<file path="config.mk">
export PLATFORM = sky130hd
export DESIGN_NAME = aes_rcon_sbox_flat
export DESIGN_NICKNAME = d
export VERILOG_FILES = /design/src/rtl/aes_rcon_sbox_pkg.sv /design/src/rtl/aes_rcon_sbox_if.sv /design/src/rtl/aes_rcon_sbox_sbox.sv /design/src/rtl/aes_rcon_sbox.sv /design/src/flat_wrapper.sv
export SDC_FILE = /design/constraint.sdc
export NUM_CORES = 1
export LEC_CHECK = 0
export CORE_ASPECT_RATIO = 0.7
export CORE_MARGIN = 3
export CORE_UTILIZATION = 30
export CTS_BUF_LIST = sky130_fd_sc_hd__clkbuf_4 sky130_fd_sc_hd__clkbuf_8
export DETAILED_ROUTE_END_ITERATION = 10
export MAX_ROUTING_LAYER = met4
export PLACE_DENSITY = 0.47
export REMOVE_ABC_BUFFERS = 1
export SYNTH_ARGS = -nofsm -noshare
export SYNTH_HDL_FRONTEND = slang
export SYNTH_SLANG_ARGS = --single-unit
</file>
<file path="constraint.sdc">
create_clock -name clk -period 4.3 [get_ports clk]
set_input_delay 1.29 -clock clk [delete_from_list [all_inputs] [get_ports clk]]
set_output_delay 1.29 -clock clk [all_outputs]
set_load 0.1 [all_outputs]
</file>
<file path="src/rtl/aes_rcon_sbox_pkg.sv">
// ---------------------------------------------------------------------------
// aes_rcon_sbox_pkg
// Shared AES constants for the key-schedule primitives: the byte type, the
// ten round constants and the forward S-box table.
// Ports: none (package).
// ---------------------------------------------------------------------------
package aes_rcon_sbox_pkg;

  typedef logic [7:0] aes_byte_t;

  // Round constants for AES-128 expansion steps 0..9.
  localparam aes_byte_t RCON_TABLE [0:9] = '{
    8'h01, 8'h02, 8'h04, 8'h08, 8'h10,
    8'h20, 8'h40, 8'h80, 8'h1b, 8'h36
  };

  // Forward S-box, indexed by the input byte. Element 0 is listed first.
  localparam logic [0:255][7:0] SBOX_TABLE = {
    8'h63, 8'h7c, 8'h77, 8'h7b, 8'hf2, 8'h6b, 8'h6f, 8'hc5, 8'h30, 8'h01, 8'h67, 8'h2b, 8'hfe, 8'hd7, 8'hab, 8'h76,
    8'hca, 8'h82, 8'hc9, 8'h7d, 8'hfa, 8'h59, 8'h47, 8'hf0, 8'had, 8'hd4, 8'ha2, 8'haf, 8'h9c, 8'ha4, 8'h72, 8'hc0,
    8'hb7, 8'hfd, 8'h93, 8'h26, 8'h36, 8'h3f, 8'hf7, 8'hcc, 8'h34, 8'ha5, 8'he5, 8'hf1, 8'h71, 8'hd8, 8'h31, 8'h15,
    8'h04, 8'hc7, 8'h23, 8'hc3, 8'h18, 8'h96, 8'h05, 8'h9a, 8'h07, 8'h12, 8'h80, 8'he2, 8'heb, 8'h27, 8'hb2, 8'h75,
    8'h09, 8'h83, 8'h2c, 8'h1a, 8'h1b, 8'h6e, 8'h5a, 8'ha0, 8'h52, 8'h3b, 8'hd6, 8'hb3, 8'h29, 8'he3, 8'h2f, 8'h84,
    8'h53, 8'hd1, 8'h00, 8'hed, 8'h20, 8'hfc, 8'hb1, 8'h5b, 8'h6a, 8'hcb, 8'hbe, 8'h39, 8'h4a, 8'h4c, 8'h58, 8'hcf,
    8'hd0, 8'hef, 8'haa, 8'hfb, 8'h43, 8'h4d, 8'h33, 8'h85, 8'h45, 8'hf9, 8'h02, 8'h7f, 8'h50, 8'h3c, 8'h9f, 8'ha8,
    8'h51, 8'ha3, 8'h40, 8'h8f, 8'h92, 8'h9d, 8'h38, 8'hf5, 8'hbc, 8'hb6, 8'hda, 8'h21, 8'h10, 8'hff, 8'hf3, 8'hd2,
    8'hcd, 8'h0c, 8'h13, 8'hec, 8'h5f, 8'h97, 8'h44, 8'h17, 8'hc4, 8'ha7, 8'h7e, 8'h3d, 8'h64, 8'h5d, 8'h19, 8'h73,
    8'h60, 8'h81, 8'h4f, 8'hdc, 8'h22, 8'h2a, 8'h90, 8'h88, 8'h46, 8'hee, 8'hb8, 8'h14, 8'hde, 8'h5e, 8'h0b, 8'hdb,
    8'he0, 8'h32, 8'h3a, 8'h0a, 8'h49, 8'h06, 8'h24, 8'h5c, 8'hc2, 8'hd3, 8'hac, 8'h62, 8'h91, 8'h95, 8'he4, 8'h79,
    8'he7, 8'hc8, 8'h37, 8'h6d, 8'h8d, 8'hd5, 8'h4e, 8'ha9, 8'h6c, 8'h56, 8'hf4, 8'hea, 8'h65, 8'h7a, 8'hae, 8'h08,
    8'hba, 8'h78, 8'h25, 8'h2e, 8'h1c, 8'ha6, 8'hb4, 8'hc6, 8'he8, 8'hdd, 8'h74, 8'h1f, 8'h4b, 8'hbd, 8'h8b, 8'h8a,
    8'h70, 8'h3e, 8'hb5, 8'h66, 8'h48, 8'h03, 8'hf6, 8'h0e, 8'h61, 8'h35, 8'h57, 8'hb9, 8'h86, 8'hc1, 8'h1d, 8'h9e,
    8'he1, 8'hf8, 8'h98, 8'h11, 8'h69, 8'hd9, 8'h8e, 8'h94, 8'h9b, 8'h1e, 8'h87, 8'he9, 8'hce, 8'h55, 8'h28, 8'hdf,
    8'h8c, 8'ha1, 8'h89, 8'h0d, 8'hbf, 8'he6, 8'h42, 8'h68, 8'h41, 8'h99, 8'h2d, 8'h0f, 8'hb0, 8'h54, 8'hbb, 8'h16
  };

  // Rcon for a 4-bit step index; indices past the last AES-128 round give 0.
  function automatic aes_byte_t rcon_of(input logic [3:0] idx);
    aes_byte_t result;
    result = 8'h00;
    if (idx <= 4'd9) begin
      result = RCON_TABLE[idx];
    end
    return result;
  endfunction

endpackage

</file>
<file path="src/rtl/aes_rcon_sbox_if.sv">
// ---------------------------------------------------------------------------
// aes_rcon_sbox_if
// Bundles the key-expander-facing signals of aes_rcon_sbox.
//   kld  : key-load strobe, restarts the Rcon sequence
//   out  : current round constant word (byte in [31:24])
//   sb_a : S-box lookup input byte
//   sb_b : S-box substitution result
// master : the key expander side (drives kld, sb_a)
// slave  : the aes_rcon_sbox side (drives out, sb_b)
// ---------------------------------------------------------------------------
interface aes_rcon_sbox_if;
  import aes_rcon_sbox_pkg::*;

  logic        kld;
  logic [31:0] out;
  aes_byte_t   sb_a;
  aes_byte_t   sb_b;

  modport master (
    output kld,
    output sb_a,
    input  out,
    input  sb_b
  );

  modport slave (
    input  kld,
    input  sb_a,
    output out,
    output sb_b
  );

endinterface

</file>
<file path="src/rtl/aes_rcon_sbox_sbox.sv">
// ---------------------------------------------------------------------------
// aes_sbox
// Combinational forward AES S-box. Instantiated once inside aes_rcon_sbox and
// four times directly by the key expander.
//   a : input byte
//   b : substituted byte
// ---------------------------------------------------------------------------
module aes_sbox
  import aes_rcon_sbox_pkg::*;
(
  input  aes_byte_t a,
  output aes_byte_t b
);

  assign b = SBOX_TABLE[a];

endmodule

</file>
<file path="src/rtl/aes_rcon_sbox.sv">
// ---------------------------------------------------------------------------
// aes_rcon_sbox
// Round-constant generator for the AES-128 key schedule plus a pass-through
// forward S-box lookup. Holds no key state.
//   clk  : rising-edge clock
//   rst  : synchronous active-low reset
//   bus  : slave side of aes_rcon_sbox_if (kld, out, sb_a, sb_b)
// ---------------------------------------------------------------------------
module aes_rcon_sbox
  import aes_rcon_sbox_pkg::*;
(
  input  logic           clk,
  input  logic           rst,
  aes_rcon_sbox_if.slave bus
);

  logic [3:0] rcnt;
  logic [3:0] rcnt_next;
  aes_byte_t  rcon_byte;
  aes_byte_t  rcon_next_byte;

  // The counter wraps modulo 16, so the constant pattern repeats every
  // sixteen steps with six zero entries after 8'h36.
  always_comb begin
    rcnt_next      = rcnt + 4'd1;
    rcon_next_byte = rcon_of(rcnt_next);
  end

  // Reset and key load both restart at step 0; reset takes precedence.
  // Only the constant byte is stored, the low 24 bits are always zero.
  always_ff @(posedge clk) begin
    if (!rst) begin
      rcnt      <= 4'd0;
      rcon_byte <= 8'h01;
    end else if (bus.kld) begin
      rcnt      <= 4'd0;
      rcon_byte <= 8'h01;
    end else begin
      rcnt      <= rcnt_next;
      rcon_byte <= rcon_next_byte;
    end
  end

  assign bus.out = {rcon_byte, 24'h00_0000};

  aes_sbox u_sbox (
    .a (bus.sb_a),
    .b (bus.sb_b)
  );

endmodule

</file>
<file path="src/flat_wrapper.sv">
// flat-port wrapper written by rule: the top's interface ports become plain ports
module aes_rcon_sbox_flat import aes_rcon_sbox_pkg::*;
  (clk, rst, bus_kld, bus_sb_a, bus_out, bus_sb_b);
  aes_rcon_sbox_if bus_i ();
  input  logic clk;
  input  logic rst;
  input wire logic [$bits(bus_i.kld)-1:0] bus_kld;
  input wire logic [$bits(bus_i.sb_a)-1:0] bus_sb_a;
  output wire logic [$bits(bus_i.out)-1:0] bus_out;
  output wire logic [$bits(bus_i.sb_b)-1:0] bus_sb_b;
  assign bus_i.kld = bus_kld;
  assign bus_i.sb_a = bus_sb_a;
  assign bus_out = bus_i.out;
  assign bus_sb_b = bus_i.sb_b;
  aes_rcon_sbox u_core (.clk(clk), .rst(rst), .bus(bus_i));
endmodule
</file>
==> run summary, run 1 <==
outcome = finished, violations left
failing checks = setup timing
Worst-Skew Late Latency = 0.24 ns
CP bufs+invs = 6
vias in the first global route = 5780
antenna-violating nets left = 0
Area Overhead vs Synth = 66.3%
utilization after layout = 52.8%
Int Pwr = 0.581 mW
Worst Setup Start Kind = input port
CP endpoint kind = output port
WHS = 0.546 ns
Starting DRT DRC Count = 863
WHS Path Cells = 1
Die Area = 15100 sq um
gpl congestion = 1.07
HPWL Detailed = 19200 microns
Hold EP = u_core.rcnt[0]$_SDFF_PP0_
Synth area leader = o21ai_0
clock skew = 0.00318 ns
RSZ-0062 raised after global routing = true
final setup fails = 8
Worst-path clk slew = 0.05 ns
final hold vios = 0
Setup TNS Final = -1.96 ns
Sequential Area = 240 sq um
port bufs = 26
Max FO, Critical Path = 4
Reg2Reg Depth = 5
ys async rst share = 0%
Commonest cells post-synth = 55 x o21ai_0, 48 x a21oi_1, 46 x nor2_1, 42 x nand2_1, 34 x buf_2
CTS Sinks = 12
max cap viols = 0
most frequent cell after synthesis = o21ai_0
drt via density = 6.14
Overflow after GRT = 0
Reg power frac = 9.3%
IO Pins = 51
ratio of cells with drive above 1 in the final layout = 44.6%
critical path arrival = 3.36 ns
DR WL met3 = 3690 microns
Inserted Clock Buffers = 3
core box area = 12800 sq um
initial core utilization = 31.8%
Tcrit/Tclk final = 108%
Post-synth EDFFs = 0
Clock power frac = 9.7%
Syn Area/Cell = 6.58 sq um
Slowest cell on crit path = or3_4
cell family with most CP delay = compound AO/OA/AOI/OAI gates
Cells after Synth = 620
Net count, final = 854
worst r2r src = u_core.rcnt[0]$_SDFF_PP0_
Post-Route WL = 24900 microns
# placed instances = 981
All-Layer GR Usage = 31.7%
Design Power = 1.25 mW
multi-input logic area = 3880 sq um
die height = 104 microns
fillcell total = 1263
Layout Cells excl Fill = 1002
Seq/Total Area, Yosys = 5.88%
CTS tree = built
hold_sp = u_core.rcnt[0]$_SDFF_PP0_
RR Endpoint = u_core.rcon_byte[4]$_SDFF_PP0_
Worst IR Drop VDD = 0.106 mV
slowest cell delay on critical path = 0.36 ns
CP Class = input port to output port
wl on met1 = 10600 microns
Switch Pwr = 0.666 mW
Slew headroom = 34.2%
initial antenna violation count = 0
PD cells = 184 nW/um^2
CTS max path bufs = 2
number of library cell types mapped by synthesis = 74
Setup WS pre-CTS = -1.13 ns
diode count = 0
CP cell instances = buf_8 -> inv_6 -> buf_6 -> ha_4 -> nor2_4 -> buf_6 -> or3_4 -> a211oi_2 -> o32a_1 -> a21oi_2 -> a211oi_2 -> buf_4 -> buf_12
worst slew pin tran = 0.984 ns
Syn Std Cell Area = 4080 sq um
Slew Viols, Final = 0
placed cell areas = 5920 sq um
maximum clock frequency = 215 MHz
share of the synthesized area in the top cell type = 6.74%
Sw Ratio = 53.4%
final setup margin = -0.346 ns
LEAKAGE = 2.83 nW
Crit path required time = 3.01 ns
Worst R2R Setup Slack = 2.47 ns
Finished Cell Area = 6790 sq um
wire per inst = 24.8 microns
ys flop type = dfxtp_1
DRC viols = 0
DR top layer = met4
chip width = 145 microns
Yosys reg bits = 12
largest net degree at the start of global routing = 23
First-pass DRT Iterations = 6
Comb power frac = 81.0%
Via Count = 6152
Yosys warnings = 0
# rows = 34
first-pass GRT wire length = 36500 microns
min Tclk post-route = 4.65 ns
WL met2 = 9610 microns
worst min-delay path class = flip-flop to flip-flop
H-tree depth = 1
synth top area cells = o21ai_0 6.7%, ha_1 6.1%, a21oi_1 5.9%, dfxtp_1 5.9%, buf_4 4.8%
root buffer cell = clkbuf_8
cell families (layout without fill, tap and decap cells):
logic type	Yosys count	in the layout	synth area share [%]
DFF	12	12	5.88
buffers and inverters	104	283	15.0
and+or+nand+nor	227	227	28.5
xor gates and xnor gates	5	5	1.07
other	1	24	0.0919
adders and majority gates	20	20	6.13
muxes	11	11	3.92
AOI/OAI and AO/OA	240	240	39.4
state kept, by name (all words and copies together) (netlist names):
signal,flops
u_core.rcnt,4
u_core.rcon_byte,8
repair_timing:
item | in CTS | in global routing
hold buffers | 0 | 0
buffers inserted | 13 | 8
gates resized for setup | 128 | 52
pin swaps | 37 | 26
endpoints found under the setup margin | 8 | 8
gates cloned | 0 | 1
layer usage:
metal / up-vias / global-route usage, %
li1: 2695 / -
met5: - / -
met3: 105 / 12.3
met2: 487 / 43.0
met4: 0 / 8.40
met1: 2865 / 43.6
placed cells by master, fill, tap and decap left out, types with 13 or more instances in the layout:
master / Yosys / routed
buf_12: 1 / 14
a21oi_1: 48 / 40
nor3_1: 25 / 21
a31oi_1: 14 / 14
nand3_1: 33 / 32
o211ai_1: 13 / 13
o21ai_0: 55 / 40
o21ai_1: 10 / 20
conb_1: 1 / 24
nor2_1: 46 / 41
nand2b_1: 20 / 15
nand2_1: 42 / 40
buf_6: 7 / 14
buf_4: 26 / 218
power by group through the flow:
stage | logic [mW] | clock network [mW] | registers, mW
floorplan | 0.416 | 0 | 0.129
global placement | 0.874 | 0 | 0.118
detailed placement | 0.869 | 0 | 0.118
CTS | 0.942 | 0.123 | 0.116
global route | 1.04 | 0.130 | 0.116
finish | 1.01 | 0.122 | 0.116
how the worst max path moves through the flow:
stage	startpoint	endpoint	slack, ns	cells after the start
after floorplan	bus_sb_a[1]	bus_sb_b[3]	-2.09	8
after global placement	bus_sb_a[0]	bus_sb_b[4]	-1.09	12
after detailed placement	bus_sb_a[1]	bus_sb_b[4]	-1.13	13
after CTS	bus_sb_a[1]	bus_sb_b[4]	-0.29	13
after global routing	bus_sb_a[1]	bus_sb_b[4]	-0.36	13
final	bus_sb_a[1]	bus_sb_b[4]	-0.35	13
cell type report:
cell class	count	share of cell area [%]
Timing Repair Buffer	267	34.4
Sequential cell	12	3.54
Inverter	12	0.848
Multi-Input combinational cell	527	57.1
Tap cell	180	3.32
Clock buffer	4	0.811
worst register-to-register path: stages, from the launching register on:
cell and delay, ns:
dfxtp_1 0.47, ha_1 0.26, xor2_1 0.30, nor2_1 0.08, o21ai_0 0.45, nor2_1 0.14
Power figures use the tool's default switching activity.
==> run 2: changes to the inputs <==
- CORE_UTILIZATION: 30 -> 45
- PLACE_DENSITY: 0.47 -> 0.66
==> run 2 against run 1 <==
Net effect: first-iteration DRC count is 58% higher; clock power up 4%; non-clock buffer count fell by 8; register-to-register slack hardly changed; highest routed layer unchanged; worst hold slack better by 0.012 ns; combinational power about the same; the run still ends with setup timing left; sequential share of layout area up 0.085 points; cell area decreased by 2.4%; worst setup slack worse by 0.027 ns; cell count is 6.8% lower; largest power group unchanged; critical path type unchanged; largest cell class unchanged.
==> run summary, run 2 (synthesized netlist as in run 1, its figures left out) <==
chip width = 120 microns
Worst IR Drop VDD = 0.136 mV
Worst-path clk slew = 0.06 ns
Setup TNS Final = -2.56 ns
PD cells = 187 nW/um^2
DRC viols = 0
First-pass DRT Iterations = 6
Max FO, Critical Path = 8
CTS max path bufs = 2
final setup fails = 8
initial core utilization = 47.2%
Slew headroom = 33.5%
Overflow after GRT = 0
Inserted Clock Buffers = 3
IO Pins = 51
quantity of hold-fixing buffers added after cts = 0
HPWL Detailed = 17400 microns
Post-Route WL = 23800 microns
die height = 85.7 microns
antenna-violating nets left = 0
CTS tree = built
min Tclk post-route = 4.67 ns
first-pass GRT wire length = 35700 microns
Slowest cell on crit path = o21ai_1
worst min-delay path class = flip-flop to flip-flop
# rows = 28
Sw Ratio = 53.5%
H-tree depth = 1
LEAKAGE = 2.80 nW
CTS Sinks = 12
failing checks = setup timing
CP bufs+invs = 6
Comb power frac = 80.4%
most frequent cells in the layout = 207 x buf_4, 41 x o21ai_0, 41 x nor2_1
Slew Viols, Final = 0
worst slew pin tran = 0.995 ns
final setup margin = -0.373 ns
core box area = 8650 sq um
Clock power frac = 10.3%
ratio of cells with drive above 1 in the final layout = 42.8%
maximum clock frequency = 214 MHz
Int Pwr = 0.576 mW
Die Area = 10300 sq um
diode count = 0
port bufs = 26
commonest non-fill, non-tap cell in the layout = buf_4
critical path arrival = 3.38 ns
Most flops, register = u_core.rcon_byte
All-Layer GR Usage = 46.1%
Worst Setup Start Kind = input port
CP Class = input port to output port
vias in the first global route = 6112
CP endpoint kind = output port
outcome = finished, violations left
utilization after layout = 76.6%
Starting DRT DRC Count = 1363
CP cell instances = buf_8 -> buf_6 -> buf_6 -> buf_4 -> or2_4 -> buf_6 -> a21oi_2 -> a211oi_1 -> o21ai_1 -> a21oi_2 -> o211ai_1 -> clkbuf_16
root buffer cell = clkbuf_8
Crit path top cell by count = buf_6
Top Registers = u_core.rcon_byte: 8 flops, u_core.rcnt: 4 flops
Net count, final = 846
slowest cell delay on critical path = 0.29 ns
Layout Cells excl Fill = 934
RSZ-0062 raised after global routing = true
max cap viols = 0
Crit path required time = 3.01 ns
# placed instances = 902
wire per inst = 25.5 microns
Area Overhead vs Synth = 62.4%
clock skew = 0.00314 ns
Switch Pwr = 0.662 mW
final hold vios = 0
Worst-Skew Late Latency = 0.25 ns
gpl congestion = 1.25
Reg power frac = 9.3%
Tcrit/Tclk final = 109%
drt via density = 6.96
max FFs per register = 8
initial antenna violation count = 0
Via Count = 6496
cell family with most CP delay = buffers and inverters
largest net degree at the start of global routing = 23
[run 2: cell types whose count changed in the layout (fill, tap and decap cells not counted), moves of 3 or more]
| cell | previous run | this run |
|---|---|---|
| nor2b_4 | 7 | 2 |
| nand2b_1 | 15 | 18 |
| buf_4 | 218 | 207 |
| buf_12 | 14 | 17 |
| a311oi_1 | 4 | 7 |
| buf_8 | 5 | 2 |
| nor2b_1 | 9 | 13 |
[run 2: layout make-up]
cell class                 count  area, sq um
clock buffer                   4         55.1
fill                         647         2020
inverter                      12         55.1
multi-input combinational    527         3810
sequential                    12          240
tap                          120          150
timing repair buffer         259         2320
[run 2: path summary, 6_finish.rpt]
kind / startpoint / to / slack (ns) / cells past startpoint
worst min-delay path: u_core.rcnt[0]$_SDFF_PP0_ / u_core.rcnt[0]$_SDFF_PP0_ / 0.56 / 1
worst max-delay path: bus_sb_a[1] / bus_sb_b[6] / -0.37 / 12
worst max register to register: u_core.rcnt[0]$_SDFF_PP0_ / u_core.rcon_byte[1]$_SDFF_PP0_ / 2.46 / 5
worst min register to register: u_core.rcnt[0]$_SDFF_PP0_ / u_core.rcnt[0]$_SDFF_PP0_ / 0.56 / 1
[run 2: per-layer routing]
metal / vias to the layer above / wire (microns) / GRT usage (%)
li1: 2670 / - / -
met4: 0 / 1930 / 22.9
met5: - / 0 / -
met2: 670 / 9050 / 63.3
met3: 237 / 4010 / 21.1
met1: 2919 / 8810 / 56.7
[run 2: power groups by stage]
stage | sequential [mW] | combinational [mW] | clock, mW
floorplan | 0.129 | 0.416 | 0
global placement | 0.118 | 0.830 | 0
detailed placement | 0.118 | 0.833 | 0
CTS | 0.116 | 0.930 | 0.128
global route | 0.116 | 1.02 | 0.134
finish | 0.116 | 0.996 | 0.127
[run 2: timing repair]
| action | 4_1_cts | 5_1_grt |
|---|---|---|
| pin swaps | 32 | 22 |
| endpoints found under the setup margin | 8 | 8 |
| gates cloned | 1 | 0 |
| gates resized for setup | 133 | 38 |
| buffers inserted | 25 | 4 |
| hold endpoints to repair | 0 | 0 |
[run 2: worst reg2reg max path, cell delays in order, from the launching register on]
cell and delay [ns]:
dfxtp_1 0.48, ha_1 0.27, xor2_1 0.31, nor2_1 0.08, o21ai_0 0.45, nor2_1 0.11
[run 2: per-stage QoR]
| step | power, mW | instance area (sq um) | hold WS [ns] | setup WS, ns |
|---|---|---|---|---|
| 2_1_floorplan | 0.545 | 3600 | 0.482 | -2.09 |
| 3_3_place_gp | 0.948 | 5730 | 0.516 | -1.14 |
| 6_report | 1.24 | 6630 | 0.558 | -0.373 |
| 4_1_cts | 1.17 | 6500 | 0.547 | -0.393 |
| 3_5_place_dp | 0.951 | 5730 | 0.528 | -1.09 |
| 5_1_grt | 1.27 | 6630 | 0.587 | -0.381 |
